--- src/rtl/fifo_wr_arbiter.sv ---
// fifo_wr_arbiter
// Packet-level round-robin arbiter that shares one sfifo write port among NREQ
// packet sources. A grant is held until the owner's end-of-packet beat is written,
// or until the owner has stayed idle for TIMEOUT consecutive cycles.
module fifo_wr_arbiter #(
  parameter int NREQ       = 4,
  parameter int DATA_WIDTH = 18,
  parameter int LAST_BIT   = 16,
  parameter int TO_WIDTH   = 8,
  parameter int TIMEOUT    = 255
) (
  input  logic                       clk,
  input  logic                       rst,
  input  logic [NREQ-1:0]            req_valid,
  input  logic [NREQ*DATA_WIDTH-1:0] req_data,
  output logic [NREQ-1:0]            req_ready,
  input  logic                       fifo_full,
  output logic                       fifo_wr_en,
  output logic [DATA_WIDTH-1:0]      fifo_din,
  output logic [NREQ-1:0]            grant,
  output logic                       busy,
  output logic                       timeout_err,
  input  logic                       err_clr
);

  localparam int OW = (NREQ > 1) ? $clog2(NREQ) : 1;

  typedef enum logic {IDLE, GRANT} state_t;

  state_t                state;
  logic [OW-1:0]         owner;
  logic [OW-1:0]         rr_ptr;
  logic [OW-1:0]         owner_inc;
  logic [OW-1:0]         pick;
  logic                  pick_found;
  logic [TO_WIDTH-1:0]   to_cnt;
  logic [TO_WIDTH-1:0]   to_inc;
  logic                  owner_valid;
  logic                  wr;
  logic                  last_beat;
  logic                  to_hit;
  logic [DATA_WIDTH-1:0] beats [NREQ];
  logic [DATA_WIDTH-1:0] owner_data;

  // Split the flat request bus into one beat per requester.
  always_comb begin
    for (int i = 0; i < NREQ; i++) begin
      beats[i] = req_data[i*DATA_WIDTH +: DATA_WIDTH];
    end
  end

  assign owner_data  = beats[owner];
  assign owner_valid = req_valid[owner];
  assign last_beat   = owner_data[LAST_BIT];
  assign wr          = (state == GRANT) && owner_valid && !fifo_full;
  assign owner_inc   = (owner == OW'(NREQ - 1)) ? '0 : owner + OW'(1);
  assign to_inc      = to_cnt + TO_WIDTH'(1);

  // The timeout fires on the idle cycle that brings the counter up to TIMEOUT,
  // so a write can never coincide with a forced release.
  assign to_hit = (TIMEOUT != 0) && (state == GRANT) && !owner_valid &&
                  (to_inc == TO_WIDTH'(TIMEOUT));

  // Round-robin search: first valid requester at or after rr_ptr, wrapping at NREQ.
  always_comb begin
    int            idx;
    logic [OW-1:0] cand;
    pick       = '0;
    pick_found = 1'b0;
    idx        = 0;
    cand       = '0;
    for (int k = 0; k < NREQ; k++) begin
      idx  = (int'(rr_ptr) + k) % NREQ;
      cand = OW'(idx);
      if (!pick_found && req_valid[cand]) begin
        pick       = cand;
        pick_found = 1'b1;
      end
    end
  end

  // Grant and ready decode from the registered owner; zero whenever idle.
  always_comb begin
    grant     = '0;
    req_ready = '0;
    if (state == GRANT) begin
      grant[owner]     = 1'b1;
      req_ready[owner] = !fifo_full;
    end
  end

  assign busy       = (state == GRANT);
  assign fifo_wr_en = wr;
  assign fifo_din   = wr ? owner_data : '0;

  // Arbitration FSM with round-robin pointer, idle-timeout counter and sticky error.
  always_ff @(posedge clk or posedge rst) begin
    if (rst) begin
      state       <= IDLE;
      owner       <= '0;
      rr_ptr      <= '0;
      to_cnt      <= '0;
      timeout_err <= 1'b0;
    end else begin
      if (to_hit) begin
        timeout_err <= 1'b1;
      end else if (err_clr) begin
        timeout_err <= 1'b0;
      end
      case (state)
        IDLE: begin
          to_cnt <= '0;
          if (pick_found) begin
            owner <= pick;
            state <= GRANT;
          end
        end
        GRANT: begin
          if (wr && last_beat) begin
            state  <= IDLE;
            rr_ptr <= owner_inc;
            to_cnt <= '0;
          end else if (to_hit) begin
            state  <= IDLE;
            rr_ptr <= owner_inc;
            to_cnt <= '0;
          end else if (wr) begin
            to_cnt <= '0;
          end else if (!owner_valid) begin
            to_cnt <= to_inc;
          end
        end
        default: begin
          state <= IDLE;
        end
      endcase
    end
  end

endmodule

--- config.mk ---
export PLATFORM = sky130hd
export DESIGN_NAME = fifo_wr_arbiter
export DESIGN_NICKNAME = d
export VERILOG_FILES = /design/src/rtl/fifo_wr_arbiter.sv
export SDC_FILE = /design/constraint.sdc
export NUM_CORES = 1
export LEC_CHECK = 0
export BUFFER_PORTS_ARGS = -buffer_cell sky130_fd_sc_hd__buf_2
export CAP_MARGIN = 20
export CORE_MARGIN = 5
export CORE_UTILIZATION = 43
export CTS_CLUSTER_SIZE = 14
export DETAILED_ROUTE_END_ITERATION = 16
export PLACE_DENSITY_LB_ADDON = 0.2
export SYNTH_ARGS = -nofsm -noshare
export SYNTH_HDL_FRONTEND = slang
export SYNTH_SLANG_ARGS = --single-unit
--- constraint.sdc ---
create_clock -name clk -period 2.7 [get_ports clk]
set_input_delay 0.54 -clock clk [delete_from_list [all_inputs] [get_ports clk]]
set_output_delay 0.54 -clock clk [all_outputs]
set_load 0.02 [all_outputs]
==> flow_summary.toml <==
[status]
status = "finished, final reports clean"

[yosys]
synth_area_per_cell_sq_um = 9.42
async_flop_share_pct = 100
synth_compound_area_share_pct = 14.0
yosys_warnings = 0
synth_nets = 263
ys_ff_latch = 14
synth_edf_count = 0
postSynthCellCount = 177
yosysTopAreaCell = "mux4_2"
ys.flop_type = "dfrtp_1"
synth_area_leaders = "mux4_2 26%, dfrtp_1 21%, nor2b_1 7.9%, ha_1 4.5%, o21ai_0 3.6%"
yosysSeqAreaShare_pct = 21.0
synth-simple-area-share_pct = 25.4
synthMuxAreaShare_pct = 27.5
yosys.area_share.xor_xnor_pct = 1.05
yosysTopAreaCellShare_pct = 25.7
synth_top_family_by_area = "multiplexers"
synth_fa_ha_area_share_pct = 4.50
synth_cell_types = 41
synth_area_sq_um = 1670

[critical_path]
arrival_ns = 1.87
crit_fanout = 22
slowest_delay_ns = 0.54
cp-startpoint = "owner[0]"
cp_slowest_cell = "mux4_2"
crit_type = "reg2out"
r2r-start = "to_cnt[1]"
crit_required_ns = 2.16
crit_buf_inv = 3
path_delay_family = "multiplexers"
rrSetupSlack_ns = 0.44
cp-end-kind = "primary output"
cp-start-kind = "register"
path_cells = "buf_12 > mux4_2 > nand2b_1 > inv_1 > buf_2"

[timing]
relSlewSlack_pct = 62.5
period_share_pct = 89.1
skew_ns = 0.00268
fin_worst_hold_slack_ns = 0.340
setup_viol = 0
tightest_slew_ns = 0.562
finalWorstSetupSlack_ns = 0.295
slew_viol_final = 0
max_freq_ghz = 0.416
grt_setup_unrepaired = "false"
setup-tns-final_ns = 0
final.min_clock_period_ns = 2.41
hold_viol_final = 0

[power_and_ir_drop]
powerDensity_nw_per_um2 = 787
finalPower_mw = 1.81
p_leak_nw = 1.13
ir_worst_vdd_uv = 341

[floorplanning]
rows = 22
dieArea_sq_um = 5220
core_sq_um = 3720
die_height_microns = 72.3
io_pins = 109
start_util_pct = 44.9
die_x_microns = 72.3

[clock_network]
clock-sinks = 14
post_cts_resized = 0
clk_path_buf_depth = 2
clk_latency_ns = 0.24
cts_htree_levels = 1
holdBufCountCts = 0
cts_tree = "built"
cts_buffers = 3
clk_pin_slew_ns = 0.06
clockRootBuffer = "clkbuf_8"
postCtsSetupBuffers = 0

[placement]
place_hpwl_microns = 4410
port_buffers = 108
pre_cts_ws_ns = 0.386
gp_congestion = 0.837

[hold_path]
worstHoldPathType = "in2async"

[routing]
drt-total-wl_microns = 5350
wl_per_cell_microns = 16.3
ant_nets = 0
drc = 0
drt_iter0_markers = 117
num_vias = 1798
vias_per_cell = 5.48
dr.pass1.iters = 4

[layout]
syn2layout_area_growth_pct = 38.1
layout.nets = 367
drive_gt1_share_pct = 51.4
n_antenna_cell = 0
fillCellCount = 337

[grt]
overflow = 0
grt_antenna_before_repair = 0
grt_pass1_vias = 1941
track_usage_pct = 21.3
grt_first_pass_wirelength_microns = 8710
grt_max_degree = 23

[run]
cap_violations = 0
==> cell families after synthesis <==
kind of cell,Yosys count
simple gates,74
buf+inv,24
flops,14
fa+ha+maj,6
mux,22
xor+xnor,2
compound gates,35
==> metrics by stage <==
step                utilization [%]  cells  instance area [sq um]
floorplan                         -    177                   1670
global placement               60.5    324                   2250
detailed placement             60.5    324                   2250
CTS                            62.0    328                   2300
global route                   62.0    328                   2300
finish                         62.0    328                   2300
==> worst register-to-register path, stage by stage (launching register included) <==
cell and delay (ns):
dfrtp_1 0.51, ha_1 0.35, nand3_1 0.17, a2bb2o_1 0.30, o221ai_2 0.21, or4_1 0.56, nand3_1 0.10
==> report_power, final <==
group          switching, mW  total, mW  internal (mW)
Sequential            0.0843      0.342          0.258
Combinational          0.649       1.27          0.618
Clock                 0.0740      0.203          0.129
Total                  0.808       1.81           1.01
==> placed cells by master (no fill, tap or decap), types with 2 or more instances in the layout <==
cell and count:
buf_2 108, nor2b_1 21, mux4_2 19, nand2_1 15, dfrtp_1 14, o21ai_0 12, inv_1 10, a21oi_1 7
ha_1 6, nand3_1 5, nor2_1 5, o211ai_1 5, nand2b_1 4, nor3_1 4, and2_1 4, clkbuf_8 4
buf_4 4, nand3b_1 3, nand4_1 3, a31oi_1 2, a21bo_2 2, mux2i_1 2, or4_1 2, nor4_1 2
==> cells in the mapped netlist, types with 2 or more instances <==
cell type	number
dfrtp_1	14
a31oi_1	2
ha_1	6
mux4_2	19
o211ai_1	5
nor3_1	4
nor4_1	2
o21ai_0	12
nand2b_1	4
nor2b_1	21
mux2i_1	2
buf_2	7
and2_1	4
nand2_1	15
nand3b_1	3
or4_1	2
nand3_1	5
inv_1	10
clkbuf_1	5
nor2_1	5
a21oi_1	7
nand4_1	3
a21bo_2	2
==> flip-flops by register name, indices dropped and copies added (netlist names) <==
name	count
to_cnt	8
owner	2
rr_ptr	2
busy	1
timeout_err	1
==> per-layer routing <==
metal / vias to the layer above / GRT usage (%) / share of wire [%]
li1: 863 / - / -
met1: 854 / 23.4 / 38
met2: 73 / 37.2 / 51
met3: 8 / 7.89 / 9.7
met4: 0 / 7.72 / 1.8
met5: - / 0 / 0
==> layout make-up <==
cell class / count / area (sq um) / share of cell area (%)
Tap cell: 48 / 60.1 / 2.61
Timing Repair Buffer: 113 / 591 / 25.6
Clock buffer: 4 / 55.1 / 2.39
Inverter: 10 / 37.5 / 1.63
Sequential cell: 14 / 350 / 15.2
Multi-Input combinational cell: 139 / 1210 / 52.5
==> worst paths after layout <==
path,endpoint,cells past startpoint
worst max-delay path,fifo_din[16],5
worst min register to register,timeout_err,2
max in group asynchronous,owner[1],2
worst min-delay path,rr_ptr[0],2
worst max register to register,rr_ptr[0],6
min in group clk,timeout_err,2
(Power assumes the default switching activity.)
